## config.mk

```make
export PLATFORM = sky130hd
export DESIGN_NAME = axi4_lite_cmd_mst_flat
export DESIGN_NICKNAME = d
export VERILOG_FILES = /design/src/rtl/axi4_lite_pkg.sv /design/src/rtl/axi4_lite_if.sv /design/src/rtl/axi4_lite_cmd_mst.sv /design/src/flat_wrapper.sv
export SDC_FILE = /design/constraint.sdc
export NUM_CORES = 1
export LEC_CHECK = 0
export CORE_UTILIZATION = 39
export CTS_CLUSTER_DIAMETER = 150
export DETAILED_ROUTE_END_ITERATION = 6
export HOLD_SLACK_MARGIN = 0.12
export PLACE_DENSITY_LB_ADDON = 0.12
export SETUP_SLACK_MARGIN = 0.3
export SYNTH_ARGS = -nofsm -noshare
export SYNTH_HDL_FRONTEND = slang
export SYNTH_SLANG_ARGS = --single-unit
export TNS_END_PERCENT = 10
```

## constraint.sdc

```tcl
create_clock -name i_clk -period 2 [get_ports i_clk]
set_clock_uncertainty 0.1 [all_clocks]
set_input_delay 0.4 -clock i_clk [delete_from_list [all_inputs] [get_ports i_clk]]
set_output_delay 0.4 -clock i_clk [all_outputs]
set_load 0.01 [all_outputs]
```

## src/rtl/axi4_lite_pkg.sv

```systemverilog
// Shared AXI4-Lite definitions: response codes, protection default and the
// byte-strobe merge used by write-mask and register-bank blocks.
package axi4_lite_pkg;

    typedef enum logic [1:0] {
        RESP_OKAY   = 2'b00,
        RESP_EXOKAY = 2'b01,
        RESP_SLVERR = 2'b10,
        RESP_DECERR = 2'b11
    } axi4_resp_t;

    localparam logic [2:0] AXI_PROT_DEFAULT = 3'b000;

    function automatic logic [63:0] apply_wstrb(
        input logic [63:0] old_data,
        input logic [63:0] new_data,
        input logic [7:0]  strb
    );
        logic [63:0] merged;
        merged = old_data;
        for (int i = 0; i < 8; i++) begin
            if (strb[i]) begin
                merged[i*8 +: 8] = new_data[i*8 +: 8];
            end
        end
        return merged;
    endfunction

endpackage

```

## src/rtl/axi4_lite_if.sv

```systemverilog
// AXI4-Lite bundle. Every channel uses valid/ready: a transfer happens on the
// rising edge where both are high, and valid plus its payload hold until then.
interface axi4_lite_if #(
    parameter int ADDR_BIT_WIDTH = 4,
    parameter int DATA_BIT_WIDTH = 32
);
    logic                          awvalid;
    logic                          awready;
    logic [ADDR_BIT_WIDTH-1:0]     awaddr;
    logic [2:0]                    awprot;
    logic                          wvalid;
    logic                          wready;
    logic [DATA_BIT_WIDTH-1:0]     wdata;
    logic [DATA_BIT_WIDTH/8-1:0]   wstrb;
    logic                          bvalid;
    logic                          bready;
    logic [1:0]                    bresp;
    logic                          arvalid;
    logic                          arready;
    logic [ADDR_BIT_WIDTH-1:0]     araddr;
    logic [2:0]                    arprot;
    logic                          rvalid;
    logic                          rready;
    logic [DATA_BIT_WIDTH-1:0]     rdata;
    logic [1:0]                    rresp;

    modport mst_port (
        output awvalid, awaddr, awprot, wvalid, wdata, wstrb, bready,
               arvalid, araddr, arprot, rready,
        input  awready, wready, bvalid, bresp, arready, rvalid, rdata, rresp
    );

    modport slv_port (
        input  awvalid, awaddr, awprot, wvalid, wdata, wstrb, bready,
               arvalid, araddr, arprot, rready,
        output awready, wready, bvalid, bresp, arready, rvalid, rdata, rresp
    );
endinterface

```

## src/rtl/axi4_lite_cmd_mst.sv

```systemverilog
// Single-outstanding AXI4-Lite master: turns one command (read or write) into
// an AXI4-Lite transaction and returns a single response beat.
module axi4_lite_cmd_mst
    import axi4_lite_pkg::*;
#(
    parameter int ADDR_BIT_WIDTH = 4,
    parameter int DATA_BIT_WIDTH = 32
) (
    input  logic                        i_clk,
    input  logic                        i_arst_n,
    input  logic                        i_req_valid,
    output logic                        o_req_ready,
    input  logic                        i_req_wr,
    input  logic [ADDR_BIT_WIDTH-1:0]   i_req_addr,
    input  logic [DATA_BIT_WIDTH-1:0]   i_req_wdata,
    input  logic [DATA_BIT_WIDTH/8-1:0] i_req_wstrb,
    output logic                        o_rsp_valid,
    input  logic                        i_rsp_ready,
    output logic                        o_rsp_wr,
    output logic [DATA_BIT_WIDTH-1:0]   o_rsp_rdata,
    output logic [1:0]                  o_rsp_resp,
    output logic                        o_busy,
    output logic [2:0]                  o_dbg_state,
    axi4_lite_if.mst_port               if_m_axi4_lite
);

    if (ADDR_BIT_WIDTH != if_m_axi4_lite.ADDR_BIT_WIDTH ||
        DATA_BIT_WIDTH != if_m_axi4_lite.DATA_BIT_WIDTH) begin : g_param_mismatch
        $error("axi4_lite_cmd_mst: widths differ from the connected axi4_lite_if");
    end
    if (DATA_BIT_WIDTH != 32 && DATA_BIT_WIDTH != 64) begin : g_bad_data_width
        $error("axi4_lite_cmd_mst: DATA_BIT_WIDTH must be 32 or 64");
    end

    typedef enum logic [2:0] {
        ST_IDLE    = 3'd0,
        ST_WR_AW_W = 3'd1,
        ST_WR_B    = 3'd2,
        ST_RD_AR   = 3'd3,
        ST_RD_R    = 3'd4,
        ST_RSP     = 3'd5
    } state_t;

    state_t                      state;
    logic                        req_ready_q;
    logic                        busy_q;
    logic                        awvalid_q;
    logic                        wvalid_q;
    logic                        bready_q;
    logic                        arvalid_q;
    logic                        rready_q;
    logic [ADDR_BIT_WIDTH-1:0]   addr_q;
    logic [DATA_BIT_WIDTH-1:0]   wdata_q;
    logic [DATA_BIT_WIDTH/8-1:0] wstrb_q;
    logic                        rsp_valid_q;
    logic                        rsp_wr_q;
    logic [DATA_BIT_WIDTH-1:0]   rsp_rdata_q;
    logic [1:0]                  rsp_resp_q;

    // A channel counts as done once its valid has dropped or it handshakes now.
    logic aw_done;
    logic w_done;
    assign aw_done = !awvalid_q || if_m_axi4_lite.awready;
    assign w_done  = !wvalid_q  || if_m_axi4_lite.wready;

    always_ff @(posedge i_clk or negedge i_arst_n) begin
        if (!i_arst_n) begin
            state       <= ST_IDLE;
            req_ready_q <= 1'b0;
            busy_q      <= 1'b0;
            awvalid_q   <= 1'b0;
            wvalid_q    <= 1'b0;
            bready_q    <= 1'b0;
            arvalid_q   <= 1'b0;
            rready_q    <= 1'b0;
            addr_q      <= '0;
            wdata_q     <= '0;
            wstrb_q     <= '0;
            rsp_valid_q <= 1'b0;
            rsp_wr_q    <= 1'b0;
            rsp_rdata_q <= '0;
            rsp_resp_q  <= RESP_OKAY;
        end else begin
            case (state)
                ST_IDLE: begin
                    if (req_ready_q && i_req_valid) begin
                        req_ready_q <= 1'b0;
                        busy_q      <= 1'b1;
                        addr_q      <= i_req_addr;
                        wdata_q     <= i_req_wdata;
                        wstrb_q     <= i_req_wstrb;
                        rsp_wr_q    <= i_req_wr;
                        if (i_req_wr) begin
                            awvalid_q <= 1'b1;
                            wvalid_q  <= 1'b1;
                            state     <= ST_WR_AW_W;
                        end else begin
                            arvalid_q <= 1'b1;
                            state     <= ST_RD_AR;
                        end
                    end else begin
                        req_ready_q <= 1'b1;
                    end
                end
                ST_WR_AW_W: begin
                    if (awvalid_q && if_m_axi4_lite.awready) awvalid_q <= 1'b0;
                    if (wvalid_q && if_m_axi4_lite.wready)   wvalid_q  <= 1'b0;
                    if (aw_done && w_done) begin
                        bready_q <= 1'b1;
                        state    <= ST_WR_B;
                    end
                end
                ST_WR_B: begin
                    if (if_m_axi4_lite.bvalid) begin
                        bready_q    <= 1'b0;
                        rsp_resp_q  <= if_m_axi4_lite.bresp;
                        rsp_rdata_q <= '0;
                        rsp_valid_q <= 1'b1;
                        state       <= ST_RSP;
                    end
                end
                ST_RD_AR: begin
                    if (if_m_axi4_lite.arready) begin
                        arvalid_q <= 1'b0;
                        rready_q  <= 1'b1;
                        state     <= ST_RD_R;
                    end
                end
                ST_RD_R: begin
                    if (if_m_axi4_lite.rvalid) begin
                        rready_q    <= 1'b0;
                        rsp_resp_q  <= if_m_axi4_lite.rresp;
                        rsp_rdata_q <= if_m_axi4_lite.rdata;
                        rsp_valid_q <= 1'b1;
                        state       <= ST_RSP;
                    end
                end
                ST_RSP: begin
                    // Ready rises with the return to IDLE, so the earliest
                    // new acceptance is the following edge.
                    if (i_rsp_ready) begin
                        rsp_valid_q <= 1'b0;
                        busy_q      <= 1'b0;
                        req_ready_q <= 1'b1;
                        state       <= ST_IDLE;
                    end
                end
                default: begin
                    state <= ST_IDLE;
                end
            endcase
        end
    end

    assign o_req_ready = req_ready_q;
    assign o_busy      = busy_q;
    assign o_rsp_valid = rsp_valid_q;
    assign o_rsp_wr    = rsp_wr_q;
    assign o_rsp_rdata = rsp_rdata_q;
    assign o_rsp_resp  = rsp_resp_q;
    assign o_dbg_state = state;

    assign if_m_axi4_lite.awvalid = awvalid_q;
    assign if_m_axi4_lite.awaddr  = addr_q;
    assign if_m_axi4_lite.awprot  = AXI_PROT_DEFAULT;
    assign if_m_axi4_lite.wvalid  = wvalid_q;
    assign if_m_axi4_lite.wdata   = wdata_q;
    assign if_m_axi4_lite.wstrb   = wstrb_q;
    assign if_m_axi4_lite.bready  = bready_q;
    assign if_m_axi4_lite.arvalid = arvalid_q;
    assign if_m_axi4_lite.araddr  = addr_q;
    assign if_m_axi4_lite.arprot  = AXI_PROT_DEFAULT;
    assign if_m_axi4_lite.rready  = rready_q;

endmodule
```

## src/flat_wrapper.sv

```systemverilog
// flat-port wrapper written by rule: the top's interface ports become plain ports
module axi4_lite_cmd_mst_flat import axi4_lite_pkg::*;
#(
    parameter int ADDR_BIT_WIDTH = 4,
    parameter int DATA_BIT_WIDTH = 32
)
  (i_clk, i_arst_n, i_req_valid, o_req_ready, i_req_wr, i_req_addr, i_req_wdata, i_req_wstrb, o_rsp_valid, i_rsp_ready, o_rsp_wr, o_rsp_rdata, o_rsp_resp, o_busy, o_dbg_state, if_m_axi4_lite_awvalid, if_m_axi4_lite_awaddr, if_m_axi4_lite_awprot, if_m_axi4_lite_wvalid, if_m_axi4_lite_wdata, if_m_axi4_lite_wstrb, if_m_axi4_lite_bready, if_m_axi4_lite_arvalid, if_m_axi4_lite_araddr, if_m_axi4_lite_arprot, if_m_axi4_lite_rready, if_m_axi4_lite_awready, if_m_axi4_lite_wready, if_m_axi4_lite_bvalid, if_m_axi4_lite_bresp, if_m_axi4_lite_arready, if_m_axi4_lite_rvalid, if_m_axi4_lite_rdata, if_m_axi4_lite_rresp);
  axi4_lite_if #(.ADDR_BIT_WIDTH(ADDR_BIT_WIDTH), .DATA_BIT_WIDTH(DATA_BIT_WIDTH)) if_m_axi4_lite_i ();
  input  logic i_clk;
  input  logic i_arst_n;
  input  logic i_req_valid;
  output logic o_req_ready;
  input  logic i_req_wr;
  input  logic [ADDR_BIT_WIDTH-1:0] i_req_addr;
  input  logic [DATA_BIT_WIDTH-1:0] i_req_wdata;
  input  logic [DATA_BIT_WIDTH/8-1:0] i_req_wstrb;
  output logic o_rsp_valid;
  input  logic i_rsp_ready;
  output logic o_rsp_wr;
  output logic [DATA_BIT_WIDTH-1:0] o_rsp_rdata;
  output logic [1:0] o_rsp_resp;
  output logic o_busy;
  output logic [2:0] o_dbg_state;
  output wire logic [$bits(if_m_axi4_lite_i.awvalid)-1:0] if_m_axi4_lite_awvalid;
  output wire logic [$bits(if_m_axi4_lite_i.awaddr)-1:0] if_m_axi4_lite_awaddr;
  output wire logic [$bits(if_m_axi4_lite_i.awprot)-1:0] if_m_axi4_lite_awprot;
  output wire logic [$bits(if_m_axi4_lite_i.wvalid)-1:0] if_m_axi4_lite_wvalid;
  output wire logic [$bits(if_m_axi4_lite_i.wdata)-1:0] if_m_axi4_lite_wdata;
  output wire logic [$bits(if_m_axi4_lite_i.wstrb)-1:0] if_m_axi4_lite_wstrb;
  output wire logic [$bits(if_m_axi4_lite_i.bready)-1:0] if_m_axi4_lite_bready;
  output wire logic [$bits(if_m_axi4_lite_i.arvalid)-1:0] if_m_axi4_lite_arvalid;
  output wire logic [$bits(if_m_axi4_lite_i.araddr)-1:0] if_m_axi4_lite_araddr;
  output wire logic [$bits(if_m_axi4_lite_i.arprot)-1:0] if_m_axi4_lite_arprot;
  output wire logic [$bits(if_m_axi4_lite_i.rready)-1:0] if_m_axi4_lite_rready;
  input wire logic [$bits(if_m_axi4_lite_i.awready)-1:0] if_m_axi4_lite_awready;
  input wire logic [$bits(if_m_axi4_lite_i.wready)-1:0] if_m_axi4_lite_wready;
  input wire logic [$bits(if_m_axi4_lite_i.bvalid)-1:0] if_m_axi4_lite_bvalid;
  input wire logic [$bits(if_m_axi4_lite_i.bresp)-1:0] if_m_axi4_lite_bresp;
  input wire logic [$bits(if_m_axi4_lite_i.arready)-1:0] if_m_axi4_lite_arready;
  input wire logic [$bits(if_m_axi4_lite_i.rvalid)-1:0] if_m_axi4_lite_rvalid;
  input wire logic [$bits(if_m_axi4_lite_i.rdata)-1:0] if_m_axi4_lite_rdata;
  input wire logic [$bits(if_m_axi4_lite_i.rresp)-1:0] if_m_axi4_lite_rresp;
  assign if_m_axi4_lite_awvalid = if_m_axi4_lite_i.awvalid;
  assign if_m_axi4_lite_awaddr = if_m_axi4_lite_i.awaddr;
  assign if_m_axi4_lite_awprot = if_m_axi4_lite_i.awprot;
  assign if_m_axi4_lite_wvalid = if_m_axi4_lite_i.wvalid;
  assign if_m_axi4_lite_wdata = if_m_axi4_lite_i.wdata;
  assign if_m_axi4_lite_wstrb = if_m_axi4_lite_i.wstrb;
  assign if_m_axi4_lite_bready = if_m_axi4_lite_i.bready;
  assign if_m_axi4_lite_arvalid = if_m_axi4_lite_i.arvalid;
  assign if_m_axi4_lite_araddr = if_m_axi4_lite_i.araddr;
  assign if_m_axi4_lite_arprot = if_m_axi4_lite_i.arprot;
  assign if_m_axi4_lite_rready = if_m_axi4_lite_i.rready;
  assign if_m_axi4_lite_i.awready = if_m_axi4_lite_awready;
  assign if_m_axi4_lite_i.wready = if_m_axi4_lite_wready;
  assign if_m_axi4_lite_i.bvalid = if_m_axi4_lite_bvalid;
  assign if_m_axi4_lite_i.bresp = if_m_axi4_lite_bresp;
  assign if_m_axi4_lite_i.arready = if_m_axi4_lite_arready;
  assign if_m_axi4_lite_i.rvalid = if_m_axi4_lite_rvalid;
  assign if_m_axi4_lite_i.rdata = if_m_axi4_lite_rdata;
  assign if_m_axi4_lite_i.rresp = if_m_axi4_lite_rresp;
  axi4_lite_cmd_mst #(.ADDR_BIT_WIDTH(ADDR_BIT_WIDTH), .DATA_BIT_WIDTH(DATA_BIT_WIDTH)) u_core (.i_clk(i_clk), .i_arst_n(i_arst_n), .i_req_valid(i_req_valid), .o_req_ready(o_req_ready), .i_req_wr(i_req_wr), .i_req_addr(i_req_addr), .i_req_wdata(i_req_wdata), .i_req_wstrb(i_req_wstrb), .o_rsp_valid(o_rsp_valid), .i_rsp_ready(i_rsp_ready), .o_rsp_wr(o_rsp_wr), .o_rsp_rdata(o_rsp_rdata), .o_rsp_resp(o_rsp_resp), .o_busy(o_busy), .o_dbg_state(o_dbg_state), .if_m_axi4_lite(if_m_axi4_lite_i));
endmodule
```

==> reports/metrics.yaml <==
run_status:
  status: "complete, no violations"
power_and_ir_drop:
  power_uw: 8730
  leakagePower_uw: 0.00251
  max-vdd-ir-drop_uv: 796
  powerDensity_mw_per_mm2: 1530
critical_path:
  end_kind: "register"
  r2r_end: "u_core.if_m_axi4_lite.wdata[23]"
  cp.required_ns: 2.13
  r2r_cells: 5
  worst_setup_path_start_kind: "register"
  path_class: "register to register"
  regToRegSetupSlack_ns: 0.24
  worst-path-max-fanout: 10
  cp.arrival_ns: 1.89
  r2r_start: "u_core.o_dbg_state[1]"
detailed_routing:
  drt_iter0_markers: 64
  drt-pass1-iter-count: 6
  ant_nets: 0
  vias: 2759
  wirelength_um: 9130
  avgViaCountPerCell: 5.00
  drcViolationCount: 0
  wl_per_cell_um: 16.5
yosys:
  yosysWarnings: 0
  synth.most_common_cell: "dfrtp_1"
  syn_area_per_cell_um2: 13.9
  synth_cell_type_count: 29
  synth_area_leaders: "dfrtp_1 (62%), mux2_2 (12%), a22o_1 (8.6%), buf_6 (2.3%), buf_4 (2.2%)"
  synthArstFlopShare_pct: 100
  yosys_register_bits: 86
  synth_edf_count: 0
  syn_area_mm2: 0.00347
  yosysSeqAreaShare_pct: 62.0
  ys.flop_type: "dfrtp_1"
  synth_top_area_share_pct: 62.0
  ys_top_cells_by_count: "dfrtp_1 (86), mux2_2 (38), a22o_1 (34)"
  synth_top_cell_by_area: "dfrtp_1"
  synth_cells: 249
min_path:
  min_delay_path_depth: 2
  min_to: "u_core.if_m_axi4_lite.arvalid"
  hold_start: "u_core.if_m_axi4_lite.arvalid"
  hp-class: "register to register"
placed_design:
  gp_congestion: 0.775
  dp_hpwl_um: 6070
  port_buffers: 175
  place_inst: 524
finish:
  finalNonFillerCells: 552
  multiInputGateArea_mm2: 0.00116
  n_antenna_cell: 0
  ff_latch_area_mm2: 0.00216
  drive_above_1_share_pct: 18.7
  fin_nets: 527
  areaGrowthSynthToFinish_pct: 64.7
  final.fill_count: 676
global_routing:
  grt_usage_pct: 18.2
  grt_overflow_total: 0
  antenna_found_initial: 0
  grt_pass1_wl_um: 12600
  grt_max_degree: 43
  grt_pass1_vias: 2573
clock_network:
  path_clk_slew_ns: 0.08
  cts_tree: "done"
  cts.sinks: 86
  htreeDepth: 3
  cts-root-buf: "clkbuf_8"
  insertion_delay_ns: 0.34
  clockBufferDepth: 2
  numCtsBuffers: 9
die:
  num_rows: 34
  coreArea_mm2: 0.00868
  dieWidth_um: 96.3
  die_y_um: 96.3
  start_util_pct: 40.0
  ioPinCount: 182
  dieArea_mm2: 0.00928
sta:
  maxSlewViolCount: 0
  layout_min_cycle_time_ns: 1.76
  period_share_pct: 88.2
  holdWs_ns: 0.388
  setup_viol: 0
  fmax_mhz: 567
  rsz0062_at_grt: "yes"
  hold_violations: 0
job:
  maxCapViolCount: 0
-- layout make-up --
cell class	count	share of cell area (%)
clock buffer	10	2.23
clock inverter	4	1.71
inverter	6	0.394
multi-input combinational	138	20.3
sequential	86	37.8
tap	108	2.37
timing repair buffer	200	35.3
-- critical path, cell delays in order (launching register included) --
cell and delay (ns):
dfrtp_2 0.42, buf_6 0.14, nor4_4 0.26, buf_4 0.21
buf_6 0.17, mux2_2 0.35
-- how the worst max path moves through the flow --
stage / start / to / slack, ns / cells after the start
after floorplan: u_core.o_dbg_state[1] / u_core.if_m_axi4_lite.araddr[2] / 0.25 / 3
after global placement: i_req_valid / u_core.if_m_axi4_lite.wdata[5] / -0.03 / 5
after detailed placement: i_req_valid / u_core.if_m_axi4_lite.wdata[27] / -0.05 / 5
after CTS: u_core.o_dbg_state[1] / u_core.if_m_axi4_lite.wdata[27] / 0.21 / 4
after global routing: u_core.if_m_axi4_lite.bready / if_m_axi4_lite_bready / 0.18 / 1
final: u_core.o_dbg_state[1] / u_core.if_m_axi4_lite.wdata[23] / 0.24 / 5
-- layout by cell type, fill, tap and decap left out, types with 3 or more instances in the layout --
master | synthesis | layout
clkdlybuf4s50_1 | 0 | 158
dfrtp_1 | 86 | 82
a22o_1 | 34 | 34
mux2_2 | 38 | 31
buf_4 | 10 | 15
nand2_1 | 13 | 13
dlygate4sd2_1 | 0 | 12
clkbuf_8 | 0 | 9
o21ai_0 | 8 | 8
a21oi_1 | 8 | 8
mux2_4 | 0 | 7
inv_1 | 6 | 6
conb_1 | 1 | 6
buf_6 | 7 | 5
nand3_1 | 4 | 4
dlymetal6s2s_1 | 0 | 4
dfrtp_2 | 0 | 4
mux2_1 | 3 | 3
mux2i_1 | 3 | 3
nor2_1 | 3 | 3
bufinv_16 | 0 | 3
buf_12 | 0 | 3
-- logic make-up (layout without fill, tap and decap cells) --
kind of cell | after synthesis | count (layout) | synth area share [%]
flops | 86 | 86 | 62.0
compound gates | 59 | 59 | 13.1
mux | 44 | 44 | 14.2
buf+inv | 30 | 220 | 6.09
simple gates | 29 | 29 | 4.54
other cells | 1 | 6 | 0.108
-- layer usage --
metal	track usage, %	wire (µm)	up-vias
li1	-	-	1270
met1	22.7	3710	1337
met2	28.7	4290	137
met3	6.71	961	15
met4	7.48	171	0
met5	0	0	-
-- metrics by stage --
stage	area (µm²)	utilization, %	setup TNS [ns]	worst slack, ns
floorplan	3490	-	0	0.248
CTS	5590	64.4	0	0.215
global placement	5320	61.3	-1.02	-0.0294
detailed placement	5320	61.3	-1.44	-0.0468
finish	5710	65.8	0	0.236
global route	5710	65.8	0	0.183
-- timing repair --
action,in CTS,in global routing
hold endpoints to repair,33,0
resized for setup,15,16
hold buffers,1,0
cloned,0,3
pin swaps,0,1
setup endpoints to repair,131,121
setup buffers,5,5
-- state kept, by name, summed over array words and instances (netlist names), 2 cells and up --
name,flops
u_core.if_m_axi4_lite.araddr,4
u_core.if_m_axi4_lite.wstrb,4
u_core.o_rsp_rdata,32
u_core.if_m_axi4_lite.wdata,32
u_core.o_dbg_state,3
u_core.o_rsp_resp,2
-- power by group --
part / leakage [µW] / switching (µW) / internal [µW]
registers: 0.00104 / 442 / 2570
logic: 0.00136 / 1710 / 2620
clock network: 0.000108 / 580 / 817
Note: power is estimated with default switching activity, not from simulation.
